[src/rtl/alu_pkg.sv]
// Shared ALU/multiplier types for the multicycle MIPS datapath.
// Holds the ALU operation select encoding plus the multiplier FSM state type.
package alu_pkg;

    typedef enum logic [3:0] {
        C_ADD   = 4'd0,
        C_SUB   = 4'd1,
        C_AND   = 4'd2,
        C_OR    = 4'd3,
        C_XOR   = 4'd4,
        C_NOR   = 4'd5,
        C_SLT   = 4'd6,
        C_SLTU  = 4'd7,
        C_SLL   = 4'd8,
        C_SRL   = 4'd9,
        C_SRA   = 4'd10,
        C_LUI   = 4'd11,
        C_MULT  = 4'd12,
        C_MUL_U = 4'd13
    } alu_sel_t;

    typedef enum logic [1:0] {
        M_IDLE  = 2'd0,
        M_CALC  = 2'd1,
        M_FIXUP = 2'd2
    } mult_state_t;

    localparam int MULT_ITERS = 32;

endpackage

[src/rtl/hilo_reg.sv]
// HI/LO register pair with independent write enables and asynchronous reset.
module hilo_reg #(
    parameter int WIDTH = 32
) (
    input  logic             clk,
    input  logic             rst,
    input  logic             hi_we_i,
    input  logic             lo_we_i,
    input  logic [WIDTH-1:0] hi_d_i,
    input  logic [WIDTH-1:0] lo_d_i,
    output logic [WIDTH-1:0] hi_o,
    output logic [WIDTH-1:0] lo_o
);

    logic [WIDTH-1:0] hi_q;
    logic [WIDTH-1:0] lo_q;

    // HI/LO storage; a disabled half keeps its previous value
    always_ff @(posedge clk or posedge rst) begin
        if (rst) begin
            hi_q <= {WIDTH{1'b0}};
            lo_q <= {WIDTH{1'b0}};
        end else begin
            if (hi_we_i) begin
                hi_q <= hi_d_i;
            end
            if (lo_we_i) begin
                lo_q <= lo_d_i;
            end
        end
    end

    assign hi_o = hi_q;
    assign lo_o = lo_q;

endmodule

[src/rtl/mult_unit.sv]
// Iterative shift-add 32x32 multiplier (signed/unsigned) writing HI/LO.
// Optional MULT_EARLY_EXIT_EN: leave CALC once the remaining multiplier bits are all zero.
module mult_unit
    import alu_pkg::*;
#(
    parameter int WIDTH = MULT_ITERS
) (
    input  logic             clk,
    input  logic             rst,
    input  logic             start,
    input  alu_sel_t         opsel,
    input  logic             hi_en,
    input  logic             lo_en,
    input  logic [WIDTH-1:0] a,
    input  logic [WIDTH-1:0] b,
    output logic             busy,
    output logic             done,
    output logic [WIDTH-1:0] hi,
    output logic [WIDTH-1:0] lo
);

    localparam int PW    = 2 * WIDTH;
    localparam int CNT_W = $clog2(WIDTH);
    localparam logic [CNT_W-1:0] LAST_CNT = CNT_W'(WIDTH - 1);

    mult_state_t      state_q, state_d;
    logic [PW-1:0]    acc_q, acc_d;
    logic [PW-1:0]    mcand_q, mcand_d;
    logic [WIDTH-1:0] mplier_q, mplier_d;
    logic [CNT_W-1:0] cnt_q, cnt_d;
    logic             neg_q, neg_d;
    logic             hi_en_q, hi_en_d;
    logic             lo_en_q, lo_en_d;
    logic             busy_q, busy_d;
    logic             done_q, done_d;

    logic             signed_op_s;
    logic             valid_op_s;
    logic [WIDTH-1:0] a_mag_s;
    logic [WIDTH-1:0] b_mag_s;
    logic             early_s;
    logic [PW-1:0]    result_s;
    logic             hi_we_s;
    logic             lo_we_s;

    // Operand decode and sign-magnitude conversion at acceptance
    always_comb begin
        signed_op_s = (opsel == C_MULT);
        valid_op_s  = (opsel == C_MULT) || (opsel == C_MUL_U);
        if (signed_op_s && a[WIDTH-1]) begin
            a_mag_s = ~a + WIDTH'(1);
        end else begin
            a_mag_s = a;
        end
        if (signed_op_s && b[WIDTH-1]) begin
            b_mag_s = ~b + WIDTH'(1);
        end else begin
            b_mag_s = b;
        end
    end

    // Restore the sign of the unsigned magnitude product
    always_comb begin
        if (neg_q) begin
            result_s = ~acc_q + PW'(1);
        end else begin
            result_s = acc_q;
        end
    end

    // Next-state logic and datapath update
    always_comb begin
        state_d  = state_q;
        acc_d    = acc_q;
        mcand_d  = mcand_q;
        mplier_d = mplier_q;
        cnt_d    = cnt_q;
        neg_d    = neg_q;
        hi_en_d  = hi_en_q;
        lo_en_d  = lo_en_q;
        done_d   = 1'b0;
        hi_we_s  = 1'b0;
        lo_we_s  = 1'b0;
        early_s  = 1'b0;
        case (state_q)
            M_IDLE: begin
                if (start && valid_op_s) begin
                    state_d  = M_CALC;
                    neg_d    = signed_op_s & (a[WIDTH-1] ^ b[WIDTH-1]);
                    hi_en_d  = hi_en;
                    lo_en_d  = lo_en;
                    mcand_d  = {{WIDTH{1'b0}}, a_mag_s};
                    mplier_d = b_mag_s;
                    acc_d    = {PW{1'b0}};
                    cnt_d    = {CNT_W{1'b0}};
                end else begin
                    state_d = M_IDLE;
                end
            end
            M_CALC: begin
                if (mplier_q[0]) begin
                    acc_d = acc_q + mcand_q;
                end else begin
                    acc_d = acc_q;
                end
                mcand_d  = mcand_q << 1;
                mplier_d = mplier_q >> 1;
                cnt_d    = cnt_q + CNT_W'(1);
`ifdef MULT_EARLY_EXIT_EN
                early_s  = (mplier_d == {WIDTH{1'b0}});
`else
                early_s  = 1'b0;
`endif
                if ((cnt_q == LAST_CNT) || early_s) begin
                    state_d = M_FIXUP;
                end else begin
                    state_d = M_CALC;
                end
            end
            M_FIXUP: begin
                state_d = M_IDLE;
                hi_we_s = hi_en_q;
                lo_we_s = lo_en_q;
                done_d  = 1'b1;
            end
            default: begin
                state_d = M_IDLE;
            end
        endcase
        busy_d = (state_d != M_IDLE);
    end

    // FSM, datapath and status registers
    always_ff @(posedge clk or posedge rst) begin
        if (rst) begin
            state_q  <= M_IDLE;
            acc_q    <= {PW{1'b0}};
            mcand_q  <= {PW{1'b0}};
            mplier_q <= {WIDTH{1'b0}};
            cnt_q    <= {CNT_W{1'b0}};
            neg_q    <= 1'b0;
            hi_en_q  <= 1'b0;
            lo_en_q  <= 1'b0;
            busy_q   <= 1'b0;
            done_q   <= 1'b0;
        end else begin
            state_q  <= state_d;
            acc_q    <= acc_d;
            mcand_q  <= mcand_d;
            mplier_q <= mplier_d;
            cnt_q    <= cnt_d;
            neg_q    <= neg_d;
            hi_en_q  <= hi_en_d;
            lo_en_q  <= lo_en_d;
            busy_q   <= busy_d;
            done_q   <= done_d;
        end
    end

    hilo_reg #(
        .WIDTH (WIDTH)
    ) u_hilo (
        .clk     (clk),
        .rst     (rst),
        .hi_we_i (hi_we_s),
        .lo_we_i (lo_we_s),
        .hi_d_i  (result_s[PW-1:WIDTH]),
        .lo_d_i  (result_s[WIDTH-1:0]),
        .hi_o    (hi),
        .lo_o    (lo)
    );

    assign busy = busy_q;
    assign done = done_q;

endmodule

[config.mk]
export PLATFORM = sky130hd
export DESIGN_NAME = mult_unit
export DESIGN_NICKNAME = d
export VERILOG_FILES = /design/src/rtl/alu_pkg.sv /design/src/rtl/hilo_reg.sv /design/src/rtl/mult_unit.sv
export SDC_FILE = /design/constraint.sdc
export NUM_CORES = 1
export LEC_CHECK = 0
export CORE_MARGIN = 5
export CORE_UTILIZATION = 51
export DETAILED_ROUTE_END_ITERATION = 7
export GPL_TIMING_DRIVEN = 0
export PLACE_DENSITY = 0.72
export SYNTH_ARGS = -nofsm -noshare
export SYNTH_HDL_FRONTEND = slang
export SYNTH_SLANG_ARGS = --single-unit
[constraint.sdc]
create_clock -name clk -period 23.8 [get_ports clk]
set_clock_uncertainty 0.15 [all_clocks]
set_input_delay 4.76 -clock clk [delete_from_list [all_inputs] [get_ports clk]]
set_output_delay 4.76 -clock clk [all_outputs]
set_load 0.1 [all_outputs]
==> summary.md <==
| Metric | Value |
|---|---|
| Outcome | `complete, no violations` |
| CP Launch Type | `primary input` |
| Slew HR | `31.4%` |
| Clock slew at reported path FFs | `60 ps` |
| Yosys cell types | `67` |
| Placed instance count | `2331` |
| Most frequent cells in the layout | `o21ai_0, nand2_1, dfrtp_1` |
| Synth Flop Type | `dfrtp_1` |
| Port-buffer cells | `138` |
| Worst vdd ir | `0.0000654 V` |
| Clock latency on the worst-skew pair | `540 ps` |
| CP Max Fanout | `5` |
| Largest family of logic cells by synthesized area | `compound AO/OA/AOI/OAI gates` |
| Post-cts sizing count | `0` |
| Fill count | `2675` |
| Worst r2r src | `acc_q[0]` |
| Hold/Removal Path Class | `reg2reg` |
| Leakage power | `7.58 nW` |
| Proportion of synthesized area in mux cells | `0.329%` |
| Die width | `183 um` |
| Crit path kind | `in2reg` |
| CP max-delay cell | `or4_1` |
| Drt initial violations | `1246` |
| # clock sinks | `236` |
| Yosys Warn Count | `0` |
| Area contributors post-synth | `dfrtp_1, o21ai_0, nand2_1, xor2_1, ha_1` |
| Initial core utilization | `51.5%` |
| Power per cell area | `110 nW/um^2` |
| Setup-failing EPs final | `0` |
| Ant diodes | `0` |
| Final wirelength | `43.6 mm` |
| Reg-to-reg endpoint | `u_hilo.hi_o[28]` |
| Synth area leader | `dfrtp_1` |
| H-tree depth reported by CTS | `1` |
| Syn Area/Cell | `8.45 um^2` |
| Hold Path End | `u_hilo.hi_o[25]` |
| Crit path capture type | `flip-flop` |
| Vias | `14.1k` |
| I/O pins | `139` |
| CP dominant cell by count | `nand2_1` |
| Mapped Area | `15200 um^2` |
| Synth Register Bits | `236` |
| Max Clock Freq | `130 MHz` |
| RSZ-0062 raised after global routing | `false` |
| Worst Path Required | `24060 ps` |
| Drt pass-1 iters | `5` |
| Synth top area share | `38.8%` |
| Cts bufs inserted | `26` |
| EDFF count, synth | `0` |
| HP Start | `u_hilo.hi_o[25]` |
| CTS tree | `yes` |
| Total GRT Usage | `25.7%` |
| HPWL after DPL | `34.1 mm` |
| Simple-Gate Fraction of Synth Area | `17.2%` |
| Min Tclk post-route | `7670 ps` |
| Initial antenna violation count | `0` |
| DRC | `0` |
| Worst slack, placed | `15620 ps` |
| Mean routed wirelength per cell | `18.3 um` |
| Worst path max stage delay | `520 ps` |
| Cell chain of the critical path | `clkdlybuf4s50_1 > nor4_1 > nand2_1 > or4_1 > or4_1 > nor4_1 > nand2_1 > nand2_1 > o21ai_0 > xnor2_1 > o21ai_0` |
| Sequential-to-total area share from yosys stat | `38.8%` |
| Post-Synth Adder-Cell Area | `5.72%` |
| Commonest non-fill, non-tap cell in the layout | `o21ai_0` |
| Setup TNS Final | `0 ps` |
| Max_cap viols | `0` |
| Placer Congestion | `0.957` |
| Largest net degree at the start of global routing | `121` |
| Setup Fix Bufs, Post-CTS | `0` |
| Hold path depth | `2` |
| Layout area overhead | `18.6%` |
| Max clock buf depth | `3` |
| Fraction of registers with async set/reset | `100%` |
| Reg2Reg Setup Slack | `19390 ps` |
| Global-route wire length before repair | `70.7 mm` |
| Compound-gate portion of the synthesized area | `24.6%` |
| Antenna-violating nets left | `0` |
| Final Net Count | `2111` |
| Vias/cell | `5.92` |
| Post-Synth XOR/XNOR Area | `10.0%` |
| Slew Limit Fails | `0` |
| Setup ws final | `16130 ps` |
| Worst-margin pin slew | `1030 ps` |
| Congestion Overflow GR | `0` |
| FP Rows | `63` |
| Clk root buf | `clkbuf_16` |
| Layout cells sized above 1 | `3.42%` |
| Worst Reg2Reg Path Length in Cells | `13` |
| CTS Hold Bufs | `0` |
| Finished Layout Cells | `2376` |
| Final period utilization | `32.2%` |
| CP Data Arrival Time | `7930 ps` |
| Vias in the first global route | `13.4k` |
| Core area | `29600 um^2` |
| Synth Instances | `1802` |
| Die H | `183 um` |
| Final hold vios | `0` |
| Post-Syn Nets | `1944` |
| Die ar. | `33400 um^2` |
worst max-delay path, delay by kind of cell:
kind	cells	cell delay, ps
AOI/OAI and AO/OA	2	210
buffers and inverters	1	490
and+or+nand+nor	7	2290
xor gates and xnor gates	1	160
Yosys cell counts, types with 3 or more instances:
master    instances
buf_1             4
nand2b_1         19
a21oi_1         103
nor3_1           20
o21bai_1         11
dfrtp_1         236
nand4b_1          3
a21o_1           46
ha_1             68
inv_1            31
clkbuf_1         96
o21ai_0         288
a32o_1            4
nand2_1         283
buf_2             4
a221oi_1          3
nand3_1          48
nor2b_1           8
mux2i_1           5
or2_2             4
nand4_1          22
xnor2_1          67
a22oi_1          61
xor2_1          107
o21a_1            4
and2_1           11
o21ai_1           3
nor2_1           70
a31o_2            3
o22ai_1           3
a211oi_1          6
o211ai_1          3
o31ai_1          35
a31oi_1           8
or4_4             3
o41ai_1          15
or3_1            13
nor4_1           18
a221o_1           3
or4_1            17
and3_1            7
a21boi_0          5
stage by stage:
step / hold slack, ps / total power, mW / cell area, um^2 / util [%]
after floorplan: 296 / 1.27 / 15200 / -
after global placement: 310 / 1.51 / 17100 / 57.8
after detailed placement: 320 / 1.54 / 17100 / 58.0
after CTS: 332 / 1.98 / 18100 / 61.1
after global routing: 350 / 2.13 / 18100 / 61.1
final: 323 / 1.99 / 18100 / 61.1
kinds of logic after synthesis:
family,Yosys count
AOI/OAI and AO/OA,621
xor gates and xnor gates,174
adders and majority gates,69
buffers and inverters,136
DFF,236
muxes,5
and+or+nand+nor,561
layout make-up:
| cell class | count | area, um^2 | area share (%) |
|---|---|---|---|
| multi-input combinational | 1430 | 8810 | 48.8 |
| sequential | 236 | 5910 | 32.7 |
| timing repair buffer | 139 | 1410 | 7.80 |
| clock buffer | 33 | 728 | 4.03 |
| tap | 390 | 488 | 2.70 |
| buffer | 104 | 395 | 2.19 |
| clock inverter | 12 | 198 | 1.09 |
| inverter | 32 | 128 | 0.707 |
power breakdown:
| group | internal [mW] | switching [mW] |
|---|---|---|
| clock | 0.270 | 0.167 |
| combinational | 0.327 | 0.549 |
| sequential | 0.513 | 0.160 |
how the worst max path moves through the flow:
stage / startpoint / to / depth (start not counted)
6_report: a[3] / mcand_q[30] / 11
5_1_grt: a[3] / mcand_q[30] / 11
3_3_place_gp: rst / mcand_q[57] / 2
2_1_floorplan: rst / acc_q[0] / 1
3_5_place_dp: a[3] / mcand_q[30] / 11
4_1_cts: a[3] / mcand_q[30] / 11
per-layer routing:
metal	track usage [%]	vias up	wire length [um]
met5	0	-	0
li1	-	6847	-
met1	38.4	6660	20300
met3	3.81	63	3430
met2	39.9	496	18900
met4	5.99	0	925
sequential cells by signal, indices dropped and copies added, names as in the netlist:
name,count
lo_en_q,1
neg_q,1
mcand_q,64
busy,1
done,1
hi_en_q,1
acc_q,64
state_q,2
u_hilo.lo_o,32
cnt_q,5
mplier_q,32
u_hilo.hi_o,32
(Power assumes the default switching activity.)
